[src/rtl/cnn_settle_monitor.sv]
// Settling monitor for a 4x4 CNN array: snapshots cell states per sweep, declares convergence or timeout.
// Optional macro CNN_DELTA_TOL_EN: cells match within +/-TOL instead of on exact equality.
module cnn_settle_monitor #(
    parameter int unsigned STABLE_SWEEPS = 2,
    parameter int unsigned MAX_SWEEPS    = 255,
    parameter int unsigned TOL           = 1
) (
    input  logic              clk,
    input  logic              rst_n,
    input  logic              start,
    input  logic              sweep_tick,
    input  logic signed [8:0] Y1_in,
    input  logic signed [8:0] Y2_in,
    input  logic signed [8:0] Y3_in,
    input  logic signed [8:0] Y4_in,
    input  logic signed [8:0] Y5_in,
    input  logic signed [8:0] Y6_in,
    input  logic signed [8:0] Y7_in,
    input  logic signed [8:0] Y8_in,
    input  logic signed [8:0] Y9_in,
    input  logic signed [8:0] Y10_in,
    input  logic signed [8:0] Y11_in,
    input  logic signed [8:0] Y12_in,
    input  logic signed [8:0] Y13_in,
    input  logic signed [8:0] Y14_in,
    input  logic signed [8:0] Y15_in,
    input  logic signed [8:0] Y16_in,
    input  logic              out_ready,
    output logic              out_valid,
    output logic [15:0]       bin_out,
    output logic              converged,
    output logic              timeout,
    output logic [7:0]        sweep_count,
    output logic              busy
);

    localparam int unsigned NCELL = 16;
    localparam int unsigned DW    = 9;
    localparam int unsigned CW    = 10;
    localparam int unsigned SW    = 4;
    localparam int unsigned NW    = 8;

`ifdef CNN_DELTA_TOL_EN
    localparam int unsigned MATCH_TOL = TOL;
`else
    localparam int unsigned MATCH_TOL = 0;
`endif

    typedef enum logic [1:0] {IDLE, RUN, DONE} state_t;

    state_t          state;
    logic [DW-1:0]   y_c  [NCELL];
    logic [DW-1:0]   snap [NCELL];
    logic            snap_valid;
    logic [SW-1:0]   stable_cnt;

    logic            all_match_c;
    logic [SW-1:0]   stable_next_c;
    logic [NW-1:0]   count_next_c;
    logic            hit_stable_c;
    logic            hit_max_c;
    logic [NCELL-1:0] bin_c;

    assign y_c[0]  = Y1_in;
    assign y_c[1]  = Y2_in;
    assign y_c[2]  = Y3_in;
    assign y_c[3]  = Y4_in;
    assign y_c[4]  = Y5_in;
    assign y_c[5]  = Y6_in;
    assign y_c[6]  = Y7_in;
    assign y_c[7]  = Y8_in;
    assign y_c[8]  = Y9_in;
    assign y_c[9]  = Y10_in;
    assign y_c[10] = Y11_in;
    assign y_c[11] = Y12_in;
    assign y_c[12] = Y13_in;
    assign y_c[13] = Y14_in;
    assign y_c[14] = Y15_in;
    assign y_c[15] = Y16_in;

    // Cellwise delta against the previous snapshot, sign-extended so -256 -> 255 cannot wrap.
    always_comb begin
        logic [CW-1:0] diff;
        logic [CW-1:0] mag;
        diff          = '0;
        mag           = '0;
        all_match_c   = 1'b1;
        bin_c         = '0;
        for (int unsigned i = 0; i < NCELL; i++) begin
            diff = {y_c[i][DW-1], y_c[i]} - {snap[i][DW-1], snap[i]};
            mag  = diff[CW-1] ? (~diff + CW'(1)) : diff;
            if (mag > CW'(MATCH_TOL)) begin
                all_match_c = 1'b0;
            end
            bin_c[i] = ~y_c[i][DW-1];
        end
        if (snap_valid && all_match_c) begin
            stable_next_c = (stable_cnt == {SW{1'b1}}) ? stable_cnt : stable_cnt + SW'(1);
        end else begin
            stable_next_c = '0;
        end
        count_next_c = (sweep_count == {NW{1'b1}}) ? sweep_count : sweep_count + NW'(1);
        hit_stable_c = 32'(stable_next_c) >= STABLE_SWEEPS;
        hit_max_c    = 32'(count_next_c) >= MAX_SWEEPS;
    end

    // Control FSM with registered status outputs.
    always_ff @(posedge clk or negedge rst_n) begin
        if (!rst_n) begin
            state       <= IDLE;
            out_valid   <= 1'b0;
            converged   <= 1'b0;
            timeout     <= 1'b0;
            busy        <= 1'b0;
            bin_out     <= '0;
            sweep_count <= '0;
            stable_cnt  <= '0;
            snap_valid  <= 1'b0;
            for (int unsigned i = 0; i < NCELL; i++) begin
                snap[i] <= '0;
            end
        end else begin
            case (state)
                IDLE: begin
                    if (start) begin
                        sweep_count <= '0;
                        stable_cnt  <= '0;
                        snap_valid  <= 1'b0;
                        busy        <= 1'b1;
                        state       <= RUN;
                    end
                end
                RUN: begin
                    if (sweep_tick) begin
                        for (int unsigned i = 0; i < NCELL; i++) begin
                            snap[i] <= y_c[i];
                        end
                        snap_valid  <= 1'b1;
                        sweep_count <= count_next_c;
                        stable_cnt  <= stable_next_c;
                        if (hit_stable_c || hit_max_c) begin
                            state     <= DONE;
                            busy      <= 1'b0;
                            out_valid <= 1'b1;
                            converged <= hit_stable_c;
                            timeout   <= ~hit_stable_c;
                            bin_out   <= bin_c;
                        end
                    end
                end
                DONE: begin
                    if (out_ready) begin
                        state     <= IDLE;
                        out_valid <= 1'b0;
                        converged <= 1'b0;
                        timeout   <= 1'b0;
                    end
                end
                default: state <= IDLE;
            endcase
        end
    end

endmodule

[config.mk]
export PLATFORM = sky130hd
export DESIGN_NAME = cnn_settle_monitor
export DESIGN_NICKNAME = d
export VERILOG_FILES = /design/src/rtl/cnn_settle_monitor.sv
export SDC_FILE = /design/constraint.sdc
export NUM_CORES = 1
export LEC_CHECK = 0
export CAP_MARGIN = 20
export CORE_MARGIN = 10
export CORE_UTILIZATION = 45
export DETAILED_ROUTE_END_ITERATION = 16
export PLACE_DENSITY = 0.75
export SYNTH_ARGS = -nofsm -noshare
export SYNTH_HDL_FRONTEND = slang
export SYNTH_SLANG_ARGS = --single-unit
[constraint.sdc]
create_clock -name clk -period 7.4 [get_ports clk]
set_input_delay 1.48 -clock clk [delete_from_list [all_inputs] [get_ports clk]]
set_output_delay 1.48 -clock clk [all_outputs]
set_load 0.01 [all_outputs]
# Word level (Yosys, flattened, before mapping)
# Index checks and enable logic that the tools add are counted.
# totals
register_bits	179
input_bits	149
output_inout_bits	28
word_cells	192
# op_classes
add_sub_neg	34
order_cmp	18
n_eq_ne	8
n_mux	63
bitwise	33
n_reduce_logical	11
# ops
op	n
10-bit by 1-bit adder with 10-bit output, second input constant	16
10-bit by 1-bit greater-than comparator with 1-bit output, second input constant	16
10-bit 2-to-1 mux	16
10-bit inverter	16
9-bit by 9-bit subtractor with 10-bit output	16
1-bit 2-to-1 mux	28
8-bit 2-to-1 mux	3
1-bit inverter	17
4-bit 2-to-1 mux	4
8-bit one-hot mux with 2 select lines	1
4-bit AND reduction	3
1-bit one-hot mux with 2 select lines	5
8-bit by 1-bit adder with 8-bit output, second input constant	1
8-bit == test, second input constant	1
8-bit >= comparator, second input constant	1
2-bit 2-to-1 mux	4
2-bit inequality test, second input constant	4
4-bit one-hot mux with 2 select lines	1
2-bit one-hot mux with 3 select lines	1
3-bit AND reduction	2
4-bit by 1-bit adder with 4-bit output, second input constant	1
4-bit == test, second input constant	1
4-bit by 2-bit >= comparator with 1-bit output, second input constant	1
2-bit nonzero test	2
other kinds (6)	6

# Longest topological paths before layout
# Gate-level depths: netlist (run 1).
# depth
depth_word	28
mapped_depth	17
ltp_nobuf	15

# Worst setup path after synthesis (run 1)
# Ideal clock, no wire load.
# synth_path
path_kind	in2reg
startpoint	input Y9_in[4]
endpoint	register bin_out[0]
setup_time_ns	0.124
arrival_ns	4.851
required_time_ns	7.276
slack_ns	2.425
cell_stages	14
path_buffers	2
cell_sequence	ha_1 -> a21o_1 -> a31o_2 -> o211a_1 -> o41a_1 -> nand3b_4 -> a2111o_1 -> a2111o_1 -> nor4_1 -> and4_1 -> buf_6 -> a31oi_4 -> buf_6 -> mux2i_1
# synth_via
elab_chain_len	18
# synth_lines
element	line	text
start: declaration	20	input logic signed [8:0] Y9_in,
9-bit by 9-bit subtractor with 10-bit output *	90	diff = {y_c[i][DW-1], y_c[i]} - {snap[i][DW-1], snap[i]};
10-bit inverter	91	mag = diff[CW-1] ? (~diff + CW'(1)) : diff;
10-bit by 1-bit adder with 10-bit output	91	
10-bit 2-to-1 mux *	91	
10-bit by 1-bit greater-than comparator with 1-bit output *	92	if (mag > CW'(MATCH_TOL)) begin
1-bit 2-to-1 mux * (8 in series)	92	
1-bit logical AND *	97	if (snap_valid && all_match_c) begin
4-bit 2-to-1 mux *	97	
4-bit by 2-bit >= comparator with 1-bit output *	103	hit_stable_c = 32'(stable_next_c) >= STABLE_SWEEPS;
1-bit logical OR *	141	if (hit_stable_c || hit_max_c) begin
3-bit AND reduction (no line) *	-	
end signal: assignment	147	bin_out <= bin_c;
end: declaration	30	output logic [15:0] bin_out,
# Mark *: on every way between the ends. The rest lies on a longest branch, timed or not.
# A chain may end at the register's enable or synchronous reset.

# Worst setup path in the final report (run 1)
# layout_path
startpoint	input Y9_in[0]
endpoint	register bin_out[2]
# Same word-level chain as after synthesis.

==> results.txt, run 1 <==
Pin count of the biggest net entering global routing: 212
Cell accounting for the most synthesized area: dfrtp_1
Sw frac: 46.4%
GRT overflow: 0
Ant diodes: 0
GR Util met2: 36.8%
Post-synthesis sequential area ratio: 26.3%
Layout cells sized above 1: 3.94%
Total wire length: 51800 um
Clk network pwr share: 18.0%
Final hold viol count: 0
Vias in the first global route: 15700
Cell Rows: 71
Htree depth: 4
Post-synthesis net count: 2468
Worst Tran Pin Value: 1.09 ns
Core ar.: 0.0375 mm^2
Slew headroom: 26.6%
First-pass GRT wire length: 82800 um
Reg clk slew, reported paths: 0.08 ns
Pwr dens: 268 mW/mm^2
Worst r2r path cells: 14
Reg2reg end: bin_out[2]
Logic pwr share: 59.2%
Mapped Avg Cell Area: 7.90 um^2
Startpoint types: primary input
Worst endpoint required time: 7.74 ns
Register Area: 0.00448 mm^2
Largest cells by area after synthesis: dfrtp_1 26%, ha_1 11%, o21ai_0 6.6%
Maximum vdd drop: 196 uV
Multi-input logic area: 0.0115 mm^2
Via/cell ratio: 5.82
CTS Buf Count: 17
Largest stage delay on the critical path: 0.50 ns
Drt pass-1 iters: 6
Arr. time, crit path: 6.31 ns
Crit-path cells: clkdlybuf4s50_1, inv_1, ha_1, fa_1, xor2_1, nand3_1, nor4_1, nand3_1, a211o_1, or4_1, or4_1, nor4_1, and4_1, a31oi_4, buf_4, mux2i_1
Yosys cell types: 81
Asr flop ratio synth: 100%
Post-CTS Resized: 0
Area grow syn2layout: 16.7%
RSZ-0062 raised after global routing: no
Synthesized flop and latch total: 179
Max Clock Skew: 0.0120 ns
Leakage: 8.84 nW
Primary FF master, synth: dfrtp_1
Initial Utilization: 45.4%
Clk_lat worst skew: 0.47 ns
Post-DP HPWL: 41100 um
Routability cong.: 0.950
Setup bufs post-CTS: 0
RR Startpoint: snap[63]
Hold Slack: 0.493 ns
Crit path max fanout: 10
Total clock sinks: 179
PortBufs: 176
Vias post-DR: 16400
ANT nets after route: 0
Hold/Removal Path Class: reg -> reg
Fill cell count: 3590
P_sw: 2.47 mW
Critical path capture point type: flip-flop
WHS Endpoint: out_valid
Total negative slack: 0 ns
DIE AREA: 0.0460 mm^2
Clock root cell: clkbuf_16
EDFF count, synth: 0
Synth top area share: 26.3%
CP Class: in -> reg
Cell-internal power: 2.85 mW
Drc violations: 0
Post-Syn Area: 0.0170 mm^2
Final-stage net count: 2608
Hold path startpoint: out_valid
R2r setup slk: 2.56 ns
WP buf/inv: 3
Post-CTS Hold Fix Bufs: 0
Status: completed
Max Fclk: 0.168 GHz
Crit-path leading delay family: simple AND/OR/NAND/NOR gates
Die H: 215 um
YS warnings: 0
Tot GR Track Use: 21.9%
Register share of total power: 22.8%
Final min period: 5.97 ns
Top Ports: 177
Met1 usage: 28.1%
Post-synthesis instance total: 2157
Grt peak-use layer: met2
Hold path cells: 2
Post-route clock period utilization: 80.7%
CTS tree: done
GR Util met3: 3.41%
Die W: 215 um
Routed wire length per instance: 18.4 um
Initial antenna violation count: 0
Maxcap violations: 0
Setup-failing EPs final: 0
Slew Limit Fails: 0
Critical-path top delay cell: and4_1
Initial DRC Count: 1028
Max Root-Sink Buffers: 2
==> per-stage QoR <==
step / utilization [%] / area [um^2] / power, mW / std cells / setup WS [ns]
3_3_place_gp: 51.4 / 19300 / 4.25 / 2789 / 1.18
5_1_grt: 53.0 / 19900 / 5.70 / 2821 / 1.28
4_1_cts: 53.0 / 19900 / 5.30 / 2821 / 1.57
6_report: 53.0 / 19900 / 5.32 / 2821 / 1.43
3_5_place_dp: 51.4 / 19300 / 4.31 / 2789 / 1.08
2_1_floorplan: - / 17000 / 3.39 / 2157 / 2.43
==> metal layers <==
metal | wire length [um] | up-vias
li1 | - | 8079
met4 | 1360 | 0
met1 | 23500 | 7803
met5 | 0 | -
met3 | 2620 | 65
met2 | 24400 | 465
==> registers in the layout (all words and copies together) (netlist names) <==
signal / count
timeout: 1
sweep_count: 8
snap: 144
converged: 1
busy: 1
snap_valid: 1
stable_cnt: 4
bin_out: 16
out_valid: 1
state: 2
==> worst max-delay path by stage <==
stage	from	end	cells after the start
floorplan	Y9_in[4]	bin_out[0]	14
global placement	Y12_in[0]	bin_out[11]	16
detailed placement	Y12_in[0]	bin_out[13]	16
CTS	Y9_in[0]	bin_out[13]	16
global route	Y9_in[0]	bin_out[12]	16
finish	Y9_in[0]	bin_out[2]	16
==> power groups by stage <==
stage	Sequential, mW	Clock, mW	Combinational, mW
after floorplan	1.21	0	2.18
after global placement	1.22	0	3.02
after detailed placement	1.23	0	3.08
after CTS	1.21	0.978	3.11
after global routing	1.23	1.02	3.45
final	1.21	0.960	3.15
==> area by class of cell <==
type / instances / area share (%)
Timing Repair Buffer: 189 / 9.44
Sequential cell: 179 / 22.5
Tap cell: 511 / 3.22
Clock inverter: 13 / 0.743
Inverter: 208 / 3.93
Multi-Input combinational cell: 1702 / 57.9
Clock buffer: 19 / 2.23
==> worst register-to-register path, cell delays in order, from the launching register on <==
cell and delay [ns]:
dfrtp_1 0.40, ha_1 0.23, fa_1 0.42, xor2_1 0.25, nand3_1 0.26, nor4_1 0.44
nand3_1 0.12, a211o_1 0.23, or4_1 0.40, or4_1 0.41, nor4_1 0.18, and4_1 0.50
a31oi_4 0.37, buf_4 0.34, mux2i_1 0.15
==> cells in the final DEF (no fill, tap or decap), drive strengths merged, types with 21 or more instances in the layout <==
master	count
nand2	252
o21ai	230
inv	213
dfrtp	179
clkdlybuf4s50	175
ha	146
a21oi	121
nor2	107
nand3	69
xor2	57
xnor2	51
nor3	34
nand2b	34
nor2b	33
mux2i	31
or3	29
a21o	29
a211oi	25
and2	23
and3	22
nand4	21
nor4	21
or2	21
==> logic make-up (layout without fill, tap and decap cells) <==
family	count (synthesis)	count (layout)	synth area share (%)
mux	35	35	2.09
simple gates	734	734	21.8
buf+inv	276	429	6.17
xor+xnor	108	108	5.55
flops	179	179	26.3
fa+ha+maj	162	162	12.6
compound gates	663	663	25.5
==> synthesized netlist by cell type, types with 31 or more instances <==
master,n
a21oi_1,121
clkbuf_1,62
dfrtp_1,179
ha_1,146
inv_1,208
mux2i_1,31
nand2_1,252
nand2b_1,34
nand3_1,69
nor2_1,107
nor2b_1,33
nor3_1,34
o21ai_0,226
xnor2_1,51
xor2_1,57
No activity file was read; power rests on OpenSTA's default activity.
==> inputs of run 2 (changes only) <==
clock period = 6.3 ns   (was 7.4 ns; I/O delays follow)
==> run 2 against run 1 <==
Compared with the run above:
- highest routed layer unchanged
- worst setup slack worse by 0.75 ns
- wire length up 0.95%
- combinational power rose by 18%
- die area is the same
- final cell count increased by 0.14%
- sequential cell count is the same
- sequential power grew 17%
- power up 18%
- global-route usage up 0.41 points
- largest cell class unchanged
- critical endpoint is now bin_out[13]
- clock skew barely moved
- clock-buffer cell count up 1
==> results.txt, run 2 (same netlist as run 1, synthesis figures left out) <==
Reg2reg end: bin_out[13]
Routed wire length per instance: 18.5 um (+0.81%)
Via/cell ratio: 5.83 (+0.18%)
PortBufs: 176 (unchanged)
Post-CTS Hold Fix Bufs: 0 (unchanged)
Cell Rows: 71 (unchanged)
Initial Utilization: 45.4% (unchanged)
Crit-path leading delay family: simple AND/OR/NAND/NOR gates
Maximum vdd drop: 222 uV (+13%)
Sw frac: 45.9% (-0.49 points)
RSZ-0062 raised after global routing: no
Fin cells: 2825 (+0.14%)
Vias in the first global route: 15900 (+1.8%)
Status: completed
Pwr dens: 316 mW/mm^2 (+18%)
Total clock sinks: 179 (unchanged)
Util after Layout: 53.1% (+0.14 points)
Most common library cell in the layout ignoring fill and taps: nand2_1
Drt pass-1 iters: 13 (+7)
Crit-path cells: clkdlybuf4s50_1, inv_1, ha_1, fa_1, xor2_1, nand3_1, nor4_1, nand3_1, a211o_1, or4_1, or4_1, nor4_1, and4_1, a31oi_4, buf_4, mux2i_1
Initial antenna violation count: 0 (unchanged)
Final hold viol count: 0 (unchanged)
DIE AREA: 0.0460 mm^2 (unchanged)
Crit path max fanout: 8 (-2)
Cell-internal power: 3.40 mW (+19%)
Register share of total power: 22.6% (-0.2 points)
Final min period: 5.62 ns
Crit path depth: 16 (unchanged)
Maxcap violations: 0 (unchanged)
Tot GR Track Use: 22.3% (+0.41 points)
Post-DP HPWL: 42000 um (+2.3%)
Drc violations: 0 (unchanged)
Startpoint types: primary input
Max Root-Sink Buffers: 2 (unchanged)
Htree depth: 4 (unchanged)
Initial DRC Count: 1039 (+1.1%)
Final-stage net count: 2612 (+0.15%)
Clk network pwr share: 18.5% (+0.5 points)
Arr. time, crit path: 5.96 ns (-0.35 ns)
Die H: 215 um (unchanged)
Die W: 215 um (unchanged)
Setup-failing EPs final: 0 (unchanged)
GRT overflow: 0 (unchanged)
Post-route setup slack: 0.678 ns (-0.752 ns)
Critical path capture point type: flip-flop
Total negative slack: 0 ns (unchanged)
Critical-path top delay cell: nor4_1
Ant diodes: 0 (unchanged)
Logic pwr share: 58.9% (-0.3 points)
Worst endpoint required time: 6.64 ns (-1.10 ns)
Clock root cell: clkbuf_16
Top reg by flops: snap
Slew Limit Fails: 0 (unchanged)
R2r setup slk: 1.60 ns (-0.96 ns)
Max Fclk: 0.178 GHz
Max reg flops: 144 (unchanged)
Total power: 6.29 mW (+18%)
Layout cells sized above 1: 4.11% (+0.17 points)
Critical Path Source: Y10_in[0]
First-pass GRT wire length: 84000 um (+1.5%)
Clk_lat worst skew: 0.47 ns (about the same)
Vias post-DR: 16500 (+0.32%)
Routability cong.: 0.982 (+3.3%)
Area grow syn2layout: 17.0%
CP Capture Point: bin_out[13]
Total wire length: 52300 um (+0.95%)
Leakage: 8.89 nW (+0.56%)
CTS tree: done
DP Worst Slack: 0.396 ns (-0.688 ns)
Hold/Removal Path Class: reg -> reg
Max Clock Skew: 0.0117 ns (-0.000240 ns)
Top Ports: 177 (unchanged)
CTS Buf Count: 17 (unchanged)
Post-route clock period utilization: 89.2%
Slew headroom: 25.3% (-1.3 points)
ANT nets after route: 0 (unchanged)
Regs by FF count: snap x144, bin_out x16, sweep_count x8
P_sw: 2.89 mW (+17%)
Post-CTS Resized: 0 (unchanged)
Most frequent cells in the layout: 252 x nand2_1, 226 x o21ai_0, 208 x inv_1
Largest stage delay on the critical path: 0.71 ns (+0.21 ns)
Core ar.: 0.0375 mm^2 (unchanged)
Worst Tran Pin Value: 1.11 ns (+0.0193 ns)
Reg clk slew, reported paths: 0.07 ns (about the same)
Setup bufs post-CTS: 0 (unchanged)
Pin count of the biggest net entering global routing: 117 (-45%)
WP buf/inv: 3 (unchanged)
Worst r2r path cells: 14 (unchanged)
RR Startpoint: snap[54]
Placed insts: 2792 (+0.11%)
CP Class: in -> reg
run 2: changes by cell type in the layout (fill, tap and decap cells not counted):
cell            previous run  this run
bufinv_16                  2         3
clkbuf_1                   1         0
clkinv_2                   2         4
buf_12                     1         0
clkinv_4                   3         2
inv_6                      5         2
buf_4                     12        16
dlymetal6s2s_1             0         1
clkbuf_8                   2         4
run 2: how the worst min path moves through the flow:
stage,depth (start not counted),to,startpoint
after floorplan,2,snap[0],snap[0]
after global placement,2,snap[108],snap[108]
after detailed placement,2,snap[108],snap[108]
after CTS,2,snap[108],snap[108]
after global routing,2,snap[81],snap[81]
final,2,snap[108],snap[108]
run 2: final cells by class:
class	instances	area [um^2]
Inverter	208	781
Clock inverter	12	153
Tap cell	511	639
Multi-Input combinational cell	1702	11500
Fill cell	3542	17600
Clock buffer	20	467
Sequential cell	179	4480
Timing Repair Buffer	193	1900
run 2: worst min-delay path, stage by stage (launching register included):
cell     delay (ns)
dfrtp_1        0.35
nand2_1        0.05
o21ai_0        0.06
run 2: through the flow:
step / area [um^2] / hold slack [ns]
final: 19900 / 0.489
after global routing: 19900 / 0.518
after CTS: 19900 / 0.494
after detailed placement: 19300 / 0.479
after global placement: 19300 / 0.467
after floorplan: 17000 / 0.454
run 2: power by group through the flow:
stage               registers (mW)  logic [mW]  clock network (mW)
CTS                           1.43        3.66                1.19
finish                        1.42        3.71                1.16
floorplan                     1.42        2.56                   0
global route                  1.44        4.06                1.23
global placement              1.44        3.57                   0
detailed placement            1.45        3.63                   0
run 2: per-layer routing:
layer / global-route usage, % / vias up / part of all wire, % / wire length, um
met5: 0 / - / 0 / 0
met4: 6.90 / 0 / 2.4 / 1270
met3: 3.27 / 67 / 5.0 / 2620
met2: 38.2 / 452 / 48 / 25100
met1: 28.3 / 7839 / 45 / 23300
li1: - / 8107 / - / -
